[src/rtl/ebi_cmd_packer.sv]
`default_nettype none
// ============================================================================
// Module      : ebi_cmd_packer
// Description : Packs 16-bit EBI host writes into CMD_WORDS-word scheduler
//               commands and pushes each complete command into command_fifo.
//               The first word written lands in the LSBs. A complete command
//               is held while the FIFO is full. The block also flags dropped
//               writes and handles recovery from partial or aborted commands.
// Revision    : 1.0 - initial release
// ----------------------------------------------------------------------------
// Optional feature macro: CMD_PACKER_TIMEOUT_EN
//   defined   : an idle counter discards a partial command after
//               TIMEOUT_CYCLES idle clocks and sets o_timeout_err.
//   undefined : partial commands persist until they are completed, aborted
//               or reset. o_timeout_err stays 0.
// ----------------------------------------------------------------------------
// Ports
//   clk            in   system clock (sys_clk)
//   rst            in   synchronous reset, active low
//   i_wr_en        in   one-cycle strobe per host data word
//   i_wr_data      in   host data word, valid with i_wr_en
//   i_abort        in   flush any partial or held command
//   i_err_clr      in   clear the sticky error flags
//   i_fifo_full    in   full flag from command_fifo
//   o_fifo_din     out  assembled command (16*CMD_WORDS bits)
//   o_fifo_wr_en   out  push strobe to command_fifo
//   o_busy         out  a complete command is waiting to be pushed
//   o_word_count   out  number of words staged in the current command
//   o_overflow_err out  sticky: a write arrived while busy and was dropped
//   o_timeout_err  out  sticky: a partial command was discarded on timeout
// ============================================================================
module ebi_cmd_packer #(
    parameter int CMD_WORDS      = 5,
    parameter int TIMEOUT_CYCLES = 1023
) (
    input  logic                    clk,
    input  logic                    rst,
    input  logic                    i_wr_en,
    input  logic [15:0]             i_wr_data,
    input  logic                    i_abort,
    input  logic                    i_err_clr,
    input  logic                    i_fifo_full,
    output logic [16*CMD_WORDS-1:0] o_fifo_din,
    output logic                    o_fifo_wr_en,
    output logic                    o_busy,
    output logic [2:0]              o_word_count,
    output logic                    o_overflow_err,
    output logic                    o_timeout_err
);

    localparam int       c_DIN_W = 16 * CMD_WORDS;
    localparam logic [2:0] c_LAST = 3'(CMD_WORDS - 1);

    typedef enum logic [0:0] {
        S_FILL = 1'b0,
        S_PUSH = 1'b1
    } state_t;

    state_t               r_state;
    state_t               w_state_nxt;
    logic [2:0]           r_word_count;
    logic [2:0]           w_word_count_nxt;
    logic [2:0]           w_slot;
    logic [c_DIN_W-1:0]   r_din;
    logic [c_DIN_W-1:0]   w_din_nxt;
    logic                 r_ovf;
    logic                 w_ovf_nxt;
    logic                 r_tmo;
    logic                 w_tmo_nxt;
    logic                 w_ovf_set;
    logic                 w_expire;

    // ------------------------------------------------------------------------
    // Idle timeout
    // ------------------------------------------------------------------------
`ifdef CMD_PACKER_TIMEOUT_EN
    localparam int                    c_IDLE_W   = $clog2(TIMEOUT_CYCLES + 1);
    localparam logic [c_IDLE_W-1:0]   c_IDLE_MAX = c_IDLE_W'(TIMEOUT_CYCLES);

    logic [c_IDLE_W-1:0] r_idle;
    logic [c_IDLE_W-1:0] w_idle_nxt;

    always_comb begin
        // Expiry is the cycle in which the counter already holds the limit.
        // A write in that cycle still starts a new command at slot 0.
        w_expire = (r_state == S_FILL) && (r_word_count != 3'd0) &&
                   (r_idle == c_IDLE_MAX) && !i_abort;
        w_idle_nxt = r_idle + 1'b1;
        if (i_abort || (r_state != S_FILL) || (r_word_count == 3'd0) ||
            i_wr_en || w_expire) begin
            w_idle_nxt = '0;
        end
    end

    always_ff @(posedge clk) begin
        if (!rst) begin
            r_idle <= '0;
        end else begin
            r_idle <= w_idle_nxt;
        end
    end
`else
    assign w_expire = 1'b0;
`endif

    // ------------------------------------------------------------------------
    // Next-state and datapath
    // ------------------------------------------------------------------------
    always_comb begin
        w_state_nxt      = r_state;
        w_word_count_nxt = r_word_count;
        w_din_nxt        = r_din;
        w_ovf_set        = (r_state == S_PUSH) && i_wr_en && !i_abort;
        // A timed-out partial command restarts the slot index at 0.
        w_slot           = w_expire ? 3'd0 : r_word_count;

        if (i_abort) begin
            w_state_nxt      = S_FILL;
            w_word_count_nxt = 3'd0;
        end else begin
            case (r_state)
                S_FILL: begin
                    if (w_expire) begin
                        w_word_count_nxt = 3'd0;
                    end
                    if (i_wr_en) begin
                        for (int k = 0; k < CMD_WORDS; k++) begin
                            if (w_slot == 3'(k)) begin
                                w_din_nxt[16*k +: 16] = i_wr_data;
                            end
                        end
                        if (w_slot == c_LAST) begin
                            w_word_count_nxt = 3'd0;
                            w_state_nxt      = S_PUSH;
                        end else begin
                            w_word_count_nxt = w_slot + 3'd1;
                        end
                    end
                end
                S_PUSH: begin
                    if (!i_fifo_full) begin
                        w_state_nxt = S_FILL;
                    end
                end
                default: begin
                    w_state_nxt = S_FILL;
                end
            endcase
        end

        // A set in the same cycle as a clear wins.
        w_ovf_nxt = w_ovf_set | (r_ovf & ~i_err_clr);
        w_tmo_nxt = w_expire  | (r_tmo & ~i_err_clr);
    end

    always_ff @(posedge clk) begin
        if (!rst) begin
            r_state      <= S_FILL;
            r_word_count <= 3'd0;
            r_din        <= '0;
            r_ovf        <= 1'b0;
            r_tmo        <= 1'b0;
        end else begin
            r_state      <= w_state_nxt;
            r_word_count <= w_word_count_nxt;
            r_din        <= w_din_nxt;
            r_ovf        <= w_ovf_nxt;
            r_tmo        <= w_tmo_nxt;
        end
    end

    // ------------------------------------------------------------------------
    // Outputs
    // ------------------------------------------------------------------------
    // The push strobe is gated with reset so a reset landing on a push cycle
    // never hands a command to the FIFO.
    assign o_fifo_wr_en   = rst && (r_state == S_PUSH) && !i_fifo_full;
    assign o_busy         = (r_state == S_PUSH);
    assign o_fifo_din     = r_din;
    assign o_word_count   = r_word_count;
    assign o_overflow_err = r_ovf;
    assign o_timeout_err  = r_tmo;

endmodule
`default_nettype wire
[config.mk]
export PLATFORM = sky130hd
export DESIGN_NAME = ebi_cmd_packer
export DESIGN_NICKNAME = d
export VERILOG_FILES = /design/src/rtl/ebi_cmd_packer.sv
export SDC_FILE = /design/constraint.sdc
export NUM_CORES = 1
export LEC_CHECK = 0
export ABC_AREA = 1
export CAP_MARGIN = 20
export CORE_AREA = 2 2 90 92
export CTS_BUF_LIST = sky130_fd_sc_hd__clkbuf_4
export DETAILED_ROUTE_END_ITERATION = 8
export DIE_AREA = 0 0 92 94
export GPL_ROUTABILITY_DRIVEN = 1
export PLACE_DENSITY = 0.78
export SYNTH_ARGS = -nofsm -noshare
export SYNTH_HDL_FRONTEND = slang
export SYNTH_SLANG_ARGS = --single-unit
[constraint.sdc]
create_clock -name clk -period 2 [get_ports clk]
set_clock_uncertainty 0.05 [all_clocks]
set_input_delay 0.4 -clock clk [delete_from_list [all_inputs] [get_ports clk]]
set_output_delay 0.4 -clock clk [all_outputs]
set_load 0.1 [all_outputs]
==> reports/results.tsv <==
stage	metric	value	unit
status	status	completed	
power_and_ir_drop	total power after layout	3.216	mW
sta	highest achievable clock rate	573.2	MHz
global_routing	overall overflow remaining after global route	0	
die	Initial Util	47.01	%
detailed_routing	Total Wirelength	9698	µm
place	DP HPWL	6803	µm
sta	Final Hold Violating Endpoints	0	
setup_path	category of the critical setup timing path	flop to flop	
sta	worst-case headroom to the max-slew limit	73.73	%
synthesis	Gate Count Post-Synth	490	
die	placement row count	32	
clock_tree	number of buffers on the longest clock path	2	
detailed_routing	residual DRC count	0	
synthesis	count of unique library cells instantiated by Yosys	26	
place	buffers added on ports	108	
setup_path	Crit path arrival time	2.02	ns
final_layout	most used cells in the layout excluding fill and tap cells	sky130_fd_sc_hd__nor2_1 (164), sky130_fd_sc_hd__nand2_1 (91), sky130_fd_sc_hd__buf_4 (87)	
clock_tree	H-tree depth reported by CTS	3	
final_layout	number of nets at the end of the flow	610	
sta	unrepaired setup endpoints after global routing	no	
final_layout	n_diodes	0	
global_routing	GRT Util Overall	22.59	%
detailed_routing	count of antenna-violating nets left after detailed routing	0	
final_layout	ratio of cells with drive above 1 in the final layout	21.94	%
synthesis	share of the yosys chip area belonging to registers	48.15	%
detailed_routing	1st-pass router iterations	5	
final_layout	multi-input combinational cell area	0.001554	mm²
detailed_routing	detailed router's first-iteration violation count	291	
final_layout	area occupied by registers	0.001727	mm²
setup_path	critical path data required time	2.28	ns
synthesis	largest cells by area after synthesis	sky130_fd_sc_hd__dfxtp_1 (48%), sky130_fd_sc_hd__nor2_1 (17%), sky130_fd_sc_hd__nand2_1 (9.6%), sky130_fd_sc_hd__nand4_1 (8.4%), sky130_fd_sc_hd__inv_1 (2.3%)	
die	Core ar.	0.007607	mm²
run	max-cap violation count	0	
synthesis	count of state elements after synthesis	86	
power_and_ir_drop	leakage power figure	2.092	nW
detailed_routing	number of vias per cell after detailed routing	5.003	
die	I/O pins	109	
synthesis	post-synthesis cell type with the largest combined area	sky130_fd_sc_hd__dfxtp_1	
global_routing	number of antenna violations at the first check in global routing	0	
final_layout	most common cell after layout, fill and taps aside	sky130_fd_sc_hd__nor2_1	
global_routing	number of global-route vias before repair	3109	
clock_tree	clock root buffer	sky130_fd_sc_hd__clkbuf_4	
detailed_routing	final routed wire length divided by cell count	14.06	µm
sta	Final Cycle Share	87.22	%
setup_path	highest net fanout along the worst path	17	
clock_tree	CTS clk-pin slew, worst paths	0.13	ns
final_layout	post-synthesis to final-layout area growth	29.32	%
sta	count of pins over their slew limit	0	
sta	Total Neg Setup Slack	0	ns
synthesis	fraction of post-synthesis cell area in the top cell type by area	48.15	%
clock_tree	Setup Fix Bufs, Post-CTS	0	
setup_path	Critical Path Start Type	flop	
power_and_ir_drop	largest voltage drop on the vdd net	338.9	µV
final_layout	Non-Filler Instances	690	
sta	number of failing setup endpoints in the final timing report	0	
clock_tree	Clock Sink Count	86	
final_layout	number of fill cells	724	
global_routing	maximum number of pins on one net before global-route repair	85	
sta	Hold WS	0.3923	ns
sta	worst-margin pin slew	0.3932	ns
clock_tree	worst-skew pair later-pin latency	0.42	ns
detailed_routing	number of vias in the routed layout	3452	
die	overall die width	92	µm
clock_tree	clock tree from TritonCTS	yes	
clock_tree	post-cts gate resize count	0	
global_routing	wire length of the first global-routing pass	15310	µm
place	global placer's final weighted congestion	0.8256	
die	vertical extent of the die	94	µm
synthesis	post-synth design cell area	0.003576	mm²
setup_path	nature of the critical path endpoint	flop	
sta	final critical delay including setup and external delays	1.744	ns
synthesis	total nets after synthesis	517	
place	number of cells after detailed placement	674	
place	Post-Place Setup Slack	-0.003934	ns
clock_tree	cts bufs inserted	9	
sta	slack of the critical path	0.2556	ns
final_layout	cell area after layout	0.004624	mm²
place	instance area after placement	0.004509	mm²
power_and_ir_drop	power density over the cells	695.5	mW/mm²
clock_tree	number of buffers inserted for hold repair after clock tree synthesis	0	
final_layout	Final Core Density	60.79	%
die	total die area	0.008648	mm²
hold_path	min-delay worst type	flop to flop	
synthesis	number of warnings issued by yosys	0	
synthesis	average cell area after synthesis	7.298	µm²
[final timing paths]
check	depth (start not counted)	to	startpoint	slack (ns)
setup / recovery	8	o_fifo_din[51]	o_word_count[0]	0.26
hold / removal	2	o_timeout_err	o_timeout_err	0.39
hold reg to reg	2	o_timeout_err	o_timeout_err	0.39
setup reg to reg	8	o_fifo_din[51]	o_word_count[0]	0.26
[kinds of logic (layout without fill, tap and decap cells)]
kind of cell | Yosys count | after routing | share of synthesized area (%)
DFF | 86 | 86 | 48.15
adders and majority gates | 5 | 5 | 1.749
AOI/OAI and AO/OA | 21 | 21 | 3.079
and+or+nand+nor | 318 | 318 | 38.42
buffers and inverters | 60 | 158 | 8.607
[per-layer routing]
layer  part of all wire, %  wire [µm]  GRT usage, %  up-vias
li1                      -          -             -     1731
met1                    43       4132         29.68     1555
met3                   7.4        715         4.173       16
met4                   1.7        161         7.338        0
met2                    48       4689         37.75      150
met5                     0          0             0        -
[report_power, final]
group          internal, mW  switching (mW)  leakage, nW
logic                 0.146           0.437         1.33
clock network         0.258           0.607       0.0641
registers              1.75          0.0201        0.698
[synthesized netlist by cell type]
| master | instances |
|---|---|
| sky130_fd_sc_hd__nand3_2 | 1 |
| sky130_fd_sc_hd__buf_1 | 6 |
| sky130_fd_sc_hd__o21bai_1 | 1 |
| sky130_fd_sc_hd__nor2_2 | 2 |
| sky130_fd_sc_hd__dfxtp_1 | 86 |
| sky130_fd_sc_hd__buf_4 | 4 |
| sky130_fd_sc_hd__nand2_2 | 1 |
| sky130_fd_sc_hd__ha_1 | 5 |
| sky130_fd_sc_hd__clkinv_2 | 1 |
| sky130_fd_sc_hd__inv_1 | 22 |
| sky130_fd_sc_hd__clkbuf_2 | 1 |
| sky130_fd_sc_hd__o31ai_1 | 1 |
| sky130_fd_sc_hd__buf_2 | 10 |
| sky130_fd_sc_hd__nand2_1 | 91 |
| sky130_fd_sc_hd__clkbuf_1 | 5 |
| sky130_fd_sc_hd__inv_2 | 4 |
| sky130_fd_sc_hd__nand3b_1 | 1 |
| sky130_fd_sc_hd__nor2_1 | 165 |
| sky130_fd_sc_hd__buf_6 | 7 |
| sky130_fd_sc_hd__o21ai_1 | 1 |
| sky130_fd_sc_hd__nand4_1 | 48 |
| sky130_fd_sc_hd__a21oi_1 | 2 |
| sky130_fd_sc_hd__nand2_4 | 1 |
| sky130_fd_sc_hd__nor2_4 | 4 |
| sky130_fd_sc_hd__nand3_1 | 4 |
| sky130_fd_sc_hd__o21ai_0 | 16 |
[sequential cells by signal, summed over array words and instances (netlist names)]
name and flops:
o_word_count 3, o_fifo_din 80, o_overflow_err 1, o_busy 1, o_timeout_err 1
[critical path, stage by stage, from the launching register on]
cell,delay [ns]
sky130_fd_sc_hd__dfxtp_2,0.38
sky130_fd_sc_hd__ha_1,0.20
sky130_fd_sc_hd__ha_1,0.18
sky130_fd_sc_hd__nand2_1,0.07
sky130_fd_sc_hd__inv_2,0.04
sky130_fd_sc_hd__nand2_2,0.23
sky130_fd_sc_hd__clkinv_2,0.28
sky130_fd_sc_hd__nor2_1,0.16
sky130_fd_sc_hd__nor2_1,0.06
[layout make-up]
cell class	count	area share (%)
inverter	27	2.219
multi-input combinational	344	33.60
clock inverter	7	1.028
clock buffer	9	1.461
sequential	86	37.34
tap	102	2.760
timing repair buffer	115	21.59
No activity file was read; power rests on OpenSTA's default activity.
==> edit 1 (same flow settings) <==
`CMD_WORDS`: 5 -> 6.
--- a/src/rtl/ebi_cmd_packer.sv
+++ b/src/rtl/ebi_cmd_packer.sv
@@ -32,3 +32,3 @@
 module ebi_cmd_packer #(
-    parameter int CMD_WORDS      = 5,
+    parameter int CMD_WORDS      = 6,
     parameter int TIMEOUT_CYCLES = 1023
Ports: changed (resized o_fifo_din); port bits go from 109 to 125. The function was not compared with the original's and may differ.
==> edit 1 against the unedited design <==
Setup slack worse by 0.11 ns; non-clock buffer count is 19 higher; count of clock-buffer cells in the layout did not move; sequential cell count rose by 16; cell area rose by 17%; total power up 20%; wire length rose by 18%; die area unchanged; area after synthesis increased by 17%; via count up 17%; first-iteration DRC count up 25%; critical path type is now flip-flop to output port; largest power group unchanged.
==> edit 1: results (changes against the unedited design) <==
[metrics] instance area at placement: 5290 um2 (was 4510 um2)
[metrics] mean instance size in the synthesized netlist: 7.14 um2 (was 7.30 um2)
[metrics] class of the worst hold path: input pin to flip-flop (was flip-flop to flip-flop)
[metrics] WL/cell: 14.3 um (was 14.1 um)
[metrics] max reg flops: 96 (was 80)
[metrics] half-perimeter wire length of the detailed placement result: 7.67 mm (was 6.80 mm)
[metrics] end of the worst hold path: o_overflow_err (was o_timeout_err)
[metrics] reg-to-reg critical path endpoint: o_fifo_din[61] (was o_fifo_din[51])
[metrics] first-pass GRT wire length: 17.5 mm (was 15.3 mm)
[metrics] global-route track usage on met1: 37.3% (was 29.7%)
[metrics] first element of the critical path: o_busy (was o_word_count[0])
[metrics] startpoint of the worst hold path: rst (was o_timeout_err)
[metrics] filler instances: 671 (was 724)
[metrics] setup slack of the most critical reg-to-reg path: 0.39 ns (was 0.26 ns)
[metrics] top cells by instance count after synthesis: 152 x sky130_fd_sc_hd__nand2_1, 149 x sky130_fd_sc_hd__nor2_1, 102 x sky130_fd_sc_hd__dfxtp_1, 54 x sky130_fd_sc_hd__inv_1, 34 x sky130_fd_sc_hd__nand4_1 (was 165 x sky130_fd_sc_hd__nor2_1, 91 x sky130_fd_sc_hd__nand2_1, 86 x sky130_fd_sc_hd__dfxtp_1, 48 x sky130_fd_sc_hd__nand4_1, 22 x sky130_fd_sc_hd__inv_1)
[metrics] GRT Resource Usage Total: 26.2% (was 22.6%)
[metrics] net count reported at finish: 719 (was 610)
[metrics] post-synth cell types: 22 (was 26)
[metrics] register area share after synthesis: 48.9% (was 48.1%)
[metrics] total routed wirelength: 11.5 mm (was 9.70 mm)
[metrics] arrival time at the worst endpoint: 1.40 ns (was 2.02 ns)
[metrics] origin of the critical flop-to-flop path: o_word_count[2] (was o_word_count[0])
[metrics] met3 WL post-DR: 1.04 mm (was 715 um)
[metrics] smallest hold slack: 0.347 ns (was 0.392 ns)
[metrics] worst slack at placement: 0.0458 ns (was -0.00393 ns)
[metrics] worst hold path stage count: 5 (was 2)
[metrics] Detail Route met2 WL: 5.19 mm (was 4.69 mm)
[metrics] worst setup path end: o_fifo_wr_en (was o_fifo_din[51])
[metrics] Pleak: 2.54 nW (was 2.09 nW)
[metrics] headroom to the max-slew limit: 69.8% (was 73.7%)
[metrics] met3 track demand over resource: 4.09% (was 4.17%)
[metrics] largest net degree at the start of global routing: 98 (was 85)
[metrics] Port Buf Inserts: 124 (was 108)
[metrics] clock network latency to the later pin of the worst-skew pair: 0.44 ns (was 0.42 ns)
[metrics] Detailed Route Iter0 Violations: 363 (was 291)
[metrics] outcome: finished clean (unchanged)
[metrics] share of post-route cells with drive strength above 1: 21.0% (was 21.9%)
[edit 1: changes by cell type in the layout (fill, tap and decap cells not counted), moves of 3 or more]
cell / unedited run / this run
sky130_fd_sc_hd__buf_12: 7 / 10
sky130_fd_sc_hd__nor2_1: 164 / 149
sky130_fd_sc_hd__nand4_1: 48 / 34
sky130_fd_sc_hd__o21ai_1: 1 / 10
sky130_fd_sc_hd__ha_1: 5 / 1
sky130_fd_sc_hd__nand2_1: 91 / 152
sky130_fd_sc_hd__buf_4: 87 / 103
sky130_fd_sc_hd__o21ai_0: 16 / 10
sky130_fd_sc_hd__clkinv_2: 3 / 0
sky130_fd_sc_hd__inv_1: 22 / 54
sky130_fd_sc_hd__dfxtp_1: 82 / 98
sky130_fd_sc_hd__a21oi_1: 2 / 19
[edit 1: power breakdown]
group          switching [mW]  internal (mW)  total (mW)
logic                   0.520          0.166       0.686
registers              0.0305           2.07        2.10
clock network           0.690          0.387        1.08
total                    1.24           2.63        3.87
[edit 1: cell families after synthesis]
logic type / synth area share (%)
flip-flops: 48.9
adder cells (fa/ha/maj): 0.299
AND/OR/NAND/NOR: 35.7
buffers and inverters: 10.3
AO/OA/AOI/OAI: 4.85
[edit 1: area by class of cell]
type | instances | area, um2 | area share [%]
Timing Repair Buffer | 134 | 1180 | 21.7
Tap cell | 102 | 128 | 2.35
Multi-Input combinational cell | 392 | 1720 | 31.6
Sequential cell | 102 | 2050 | 37.8
Inverter | 57 | 214 | 3.94
Clock buffer | 9 | 67.6 | 1.24
Clock inverter | 7 | 73.8 | 1.36
[edit 1: worst max-delay path: cells and delay by family (launching register included)]
| kind | cells | cell delay (ns) |
|---|---|---|
| buf+inv | 2 | 0.31 |
| flops | 1 | 0.42 |
| simple gates | 1 | 0.23 |
==> edit 2 (same flow settings) <==
Without the edit above. Take the reset off `r_din` and load it in a clocked block of its own.
--- a/src/rtl/ebi_cmd_packer.sv
+++ b/src/rtl/ebi_cmd_packer.sv
@@ -159,3 +159,2 @@
             r_word_count <= 3'd0;
-            r_din        <= '0;
             r_ovf        <= 1'b0;
@@ -165,3 +164,2 @@
             r_word_count <= w_word_count_nxt;
-            r_din        <= w_din_nxt;
             r_ovf        <= w_ovf_nxt;
@@ -169,2 +167,6 @@
         end
+    end
+
+    always_ff @(posedge clk) begin
+        r_din <= w_din_nxt;
     end
Formal check against the unedited RTL: not equivalent (a bounded check fails within 4 cycles, from zero or initial values and one cycle with rst low).
==> edit 2 against the unedited design <==
Cell area is 12% lower; critical endpoint is now o_fifo_wr_en; global-route usage is 8.8 points lower; sequential cell count stayed put; wire length is 40% lower; area after synthesis is 22% lower; setup slack worse by 0.070 ns; count of clock-buffer cells in the layout stayed put.
Power is not compared: it rests on default switching activity, and its combinational part moved more than twofold at a synthesized area within 25%.
==> edit 2: results (changes against the unedited design) <==
[metrics] outcome: finished clean (unchanged)
[metrics] top cells by instance count after synthesis: 80 x sky130_fd_sc_hd__edfxtp_1, 14 x sky130_fd_sc_hd__nand2_1, 12 x sky130_fd_sc_hd__nor2_1, 8 x sky130_fd_sc_hd__inv_1, 6 x sky130_fd_sc_hd__dfxtp_1 (was 165 x sky130_fd_sc_hd__nor2_1, 91 x sky130_fd_sc_hd__nand2_1, 86 x sky130_fd_sc_hd__dfxtp_1, 48 x sky130_fd_sc_hd__nand4_1, 22 x sky130_fd_sc_hd__inv_1)
[metrics] filler instances: 641 (was 724)
[metrics] post-synth cell types: 15 (was 26)
[metrics] Port Buf Inserts: 108 (unchanged)
[metrics] root buffer cell: sky130_fd_sc_hd__clkbuf_4 (unchanged)
[metrics] total nets after synthesis: 163 (was 517)
[metrics] drt first pass iters: 4 (was 5)
[metrics] Detailed Route Iter0 Violations: 47 (was 291)
[metrics] maximum buffer depth of the clock tree: 2 (unchanged)
[metrics] Vias/cell: 4.29 (was 5.00)
[metrics] Antenna diodes: 0 (unchanged)
[metrics] fraction of synthesis flops using an asynchronous set or reset pin: 0% (unchanged)
[metrics] first-pass GRT wire length: 8.66 mm (was 15.3 mm)
[metrics] worst slack at placement: 0.0272 ns (was -0.00393 ns)
[metrics] share of post-route cells with drive strength above 1: 46.3% (was 21.9%)
[metrics] cts repair resizes: 0 (unchanged)
[metrics] EDFF count, synth: 80 (was 0)
[metrics] Pleak: 1.56 nW
[metrics] GRT Resource Usage Total: 13.8% (was 22.6%)
[metrics] placer's final routability congestion estimate: 0.776 (was 0.826)
[metrics] clock buffer count from CTS: 9 (unchanged)
[metrics] maximum resistive drop on vdd: 0.337 mV
[metrics] headroom to the max-slew limit: 78.6% (was 73.7%)
[metrics] # H-tree levels: 3 (unchanged)
[metrics] via count of the first global-routing pass: 1597 (was 3109)
[metrics] half-perimeter wire length of the detailed placement result: 4.35 mm (was 6.80 mm)
[metrics] max reg flops: 80 (unchanged)
[metrics] clock slew seen by the registers of the worst setup and hold paths: 0.12 ns
[metrics] net count reported at finish: 293 (was 610)
[metrics] initial antenna violation count: 0 (unchanged)
[metrics] register area share after synthesis: 90.7% (was 48.1%)
[metrics] largest net degree at the start of global routing: 15 (was 85)
[metrics] total number of yosys warnings: 0 (unchanged)
[metrics] crit-path max FO: 3 (was 17)
[metrics] clock network latency to the later pin of the worst-skew pair: 0.41 ns
[metrics] Setup Fix Bufs, Post-CTS: 0 (unchanged)
[metrics] class of the worst hold path: flip-flop to flip-flop (unchanged)
[metrics] WL/cell: 15.6 um (was 14.1 um)
[metrics] prevailing post-synth register cell: sky130_fd_sc_hd__edfxtp_1 (was sky130_fd_sc_hd__dfxtp_1)
[metrics] arrival time at the worst endpoint: 1.36 ns (was 2.02 ns)
[metrics] cell types with the largest area share after synthesis: sky130_fd_sc_hd__edfxtp_1 86%, sky130_fd_sc_hd__dfxtp_1 4.3%, sky130_fd_sc_hd__ha_1 2.3% (was sky130_fd_sc_hd__dfxtp_1 48%, sky130_fd_sc_hd__nor2_1 17%, sky130_fd_sc_hd__nand2_1 9.6%)
==> edit 2: cells by family (layout without fill, tap and decap cells) <==
kind of cell	after synthesis	after routing	synth area share, %
adder cells (fa/ha/maj)	5	5	2.25
flip-flops	86	86	90.7
buffers and inverters	9	143	1.22
AO/OA/AOI/OAI	3	3	0.675
AND/OR/NAND/NOR	33	33	5.13
==> edit 2: final timing paths <==
kind / startpoint / to / slack (ns) / cells after the start
worst min-delay path: o_timeout_err / o_timeout_err / 0.40 / 2
worst max register to register: o_busy / o_fifo_din[14] / 0.41 / 4
worst min register to register: o_timeout_err / o_timeout_err / 0.40 / 2
worst max-delay path: rst / o_fifo_wr_en / 0.19 / 4
==> edit 2: critical path, cell delays in order <==
cell                              delay, ns
sky130_fd_sc_hd__clkdlybuf4s50_1       0.51
sky130_fd_sc_hd__inv_1                 0.09
sky130_fd_sc_hd__nor3_4                0.16
sky130_fd_sc_hd__buf_12                0.20
==> edit 2: power breakdown <==
part	total, mW	internal, mW	switching (mW)
clock	0.915	0.372	0.543
combinational	0.286	0.0785	0.207
sequential	2.00	1.99	0.00851
total	3.20	2.44	0.759
==> edit 2: area by class of cell <==
type                            count  area share (%)
Inverter                            9           0.831
Tap cell                          102            3.14
Clock inverter                      6            1.54
Timing Repair Buffer              119            23.9
Sequential cell                    86            62.2
Clock buffer                        9            1.66
Multi-Input combinational cell     41            6.74
==> edit 2: metal layers <==
layer	global-route usage, %	share of wire [%]	up-vias	wire length, um
met5	0	0	-	0
met4	7.46	1.5	0	85
met3	4.17	6.9	7	399
met2	22.5	50	75	2930
met1	16.6	41	755	2390
li1	-	-	759	-
==> edit 2: metrics by stage <==
stage                     instances  cell area (um2)
after floorplan                 136             2820
after global placement          357             3930
after detailed placement        357             3930
after CTS                       372             4060
after global routing            372             4060
final                           372             4060
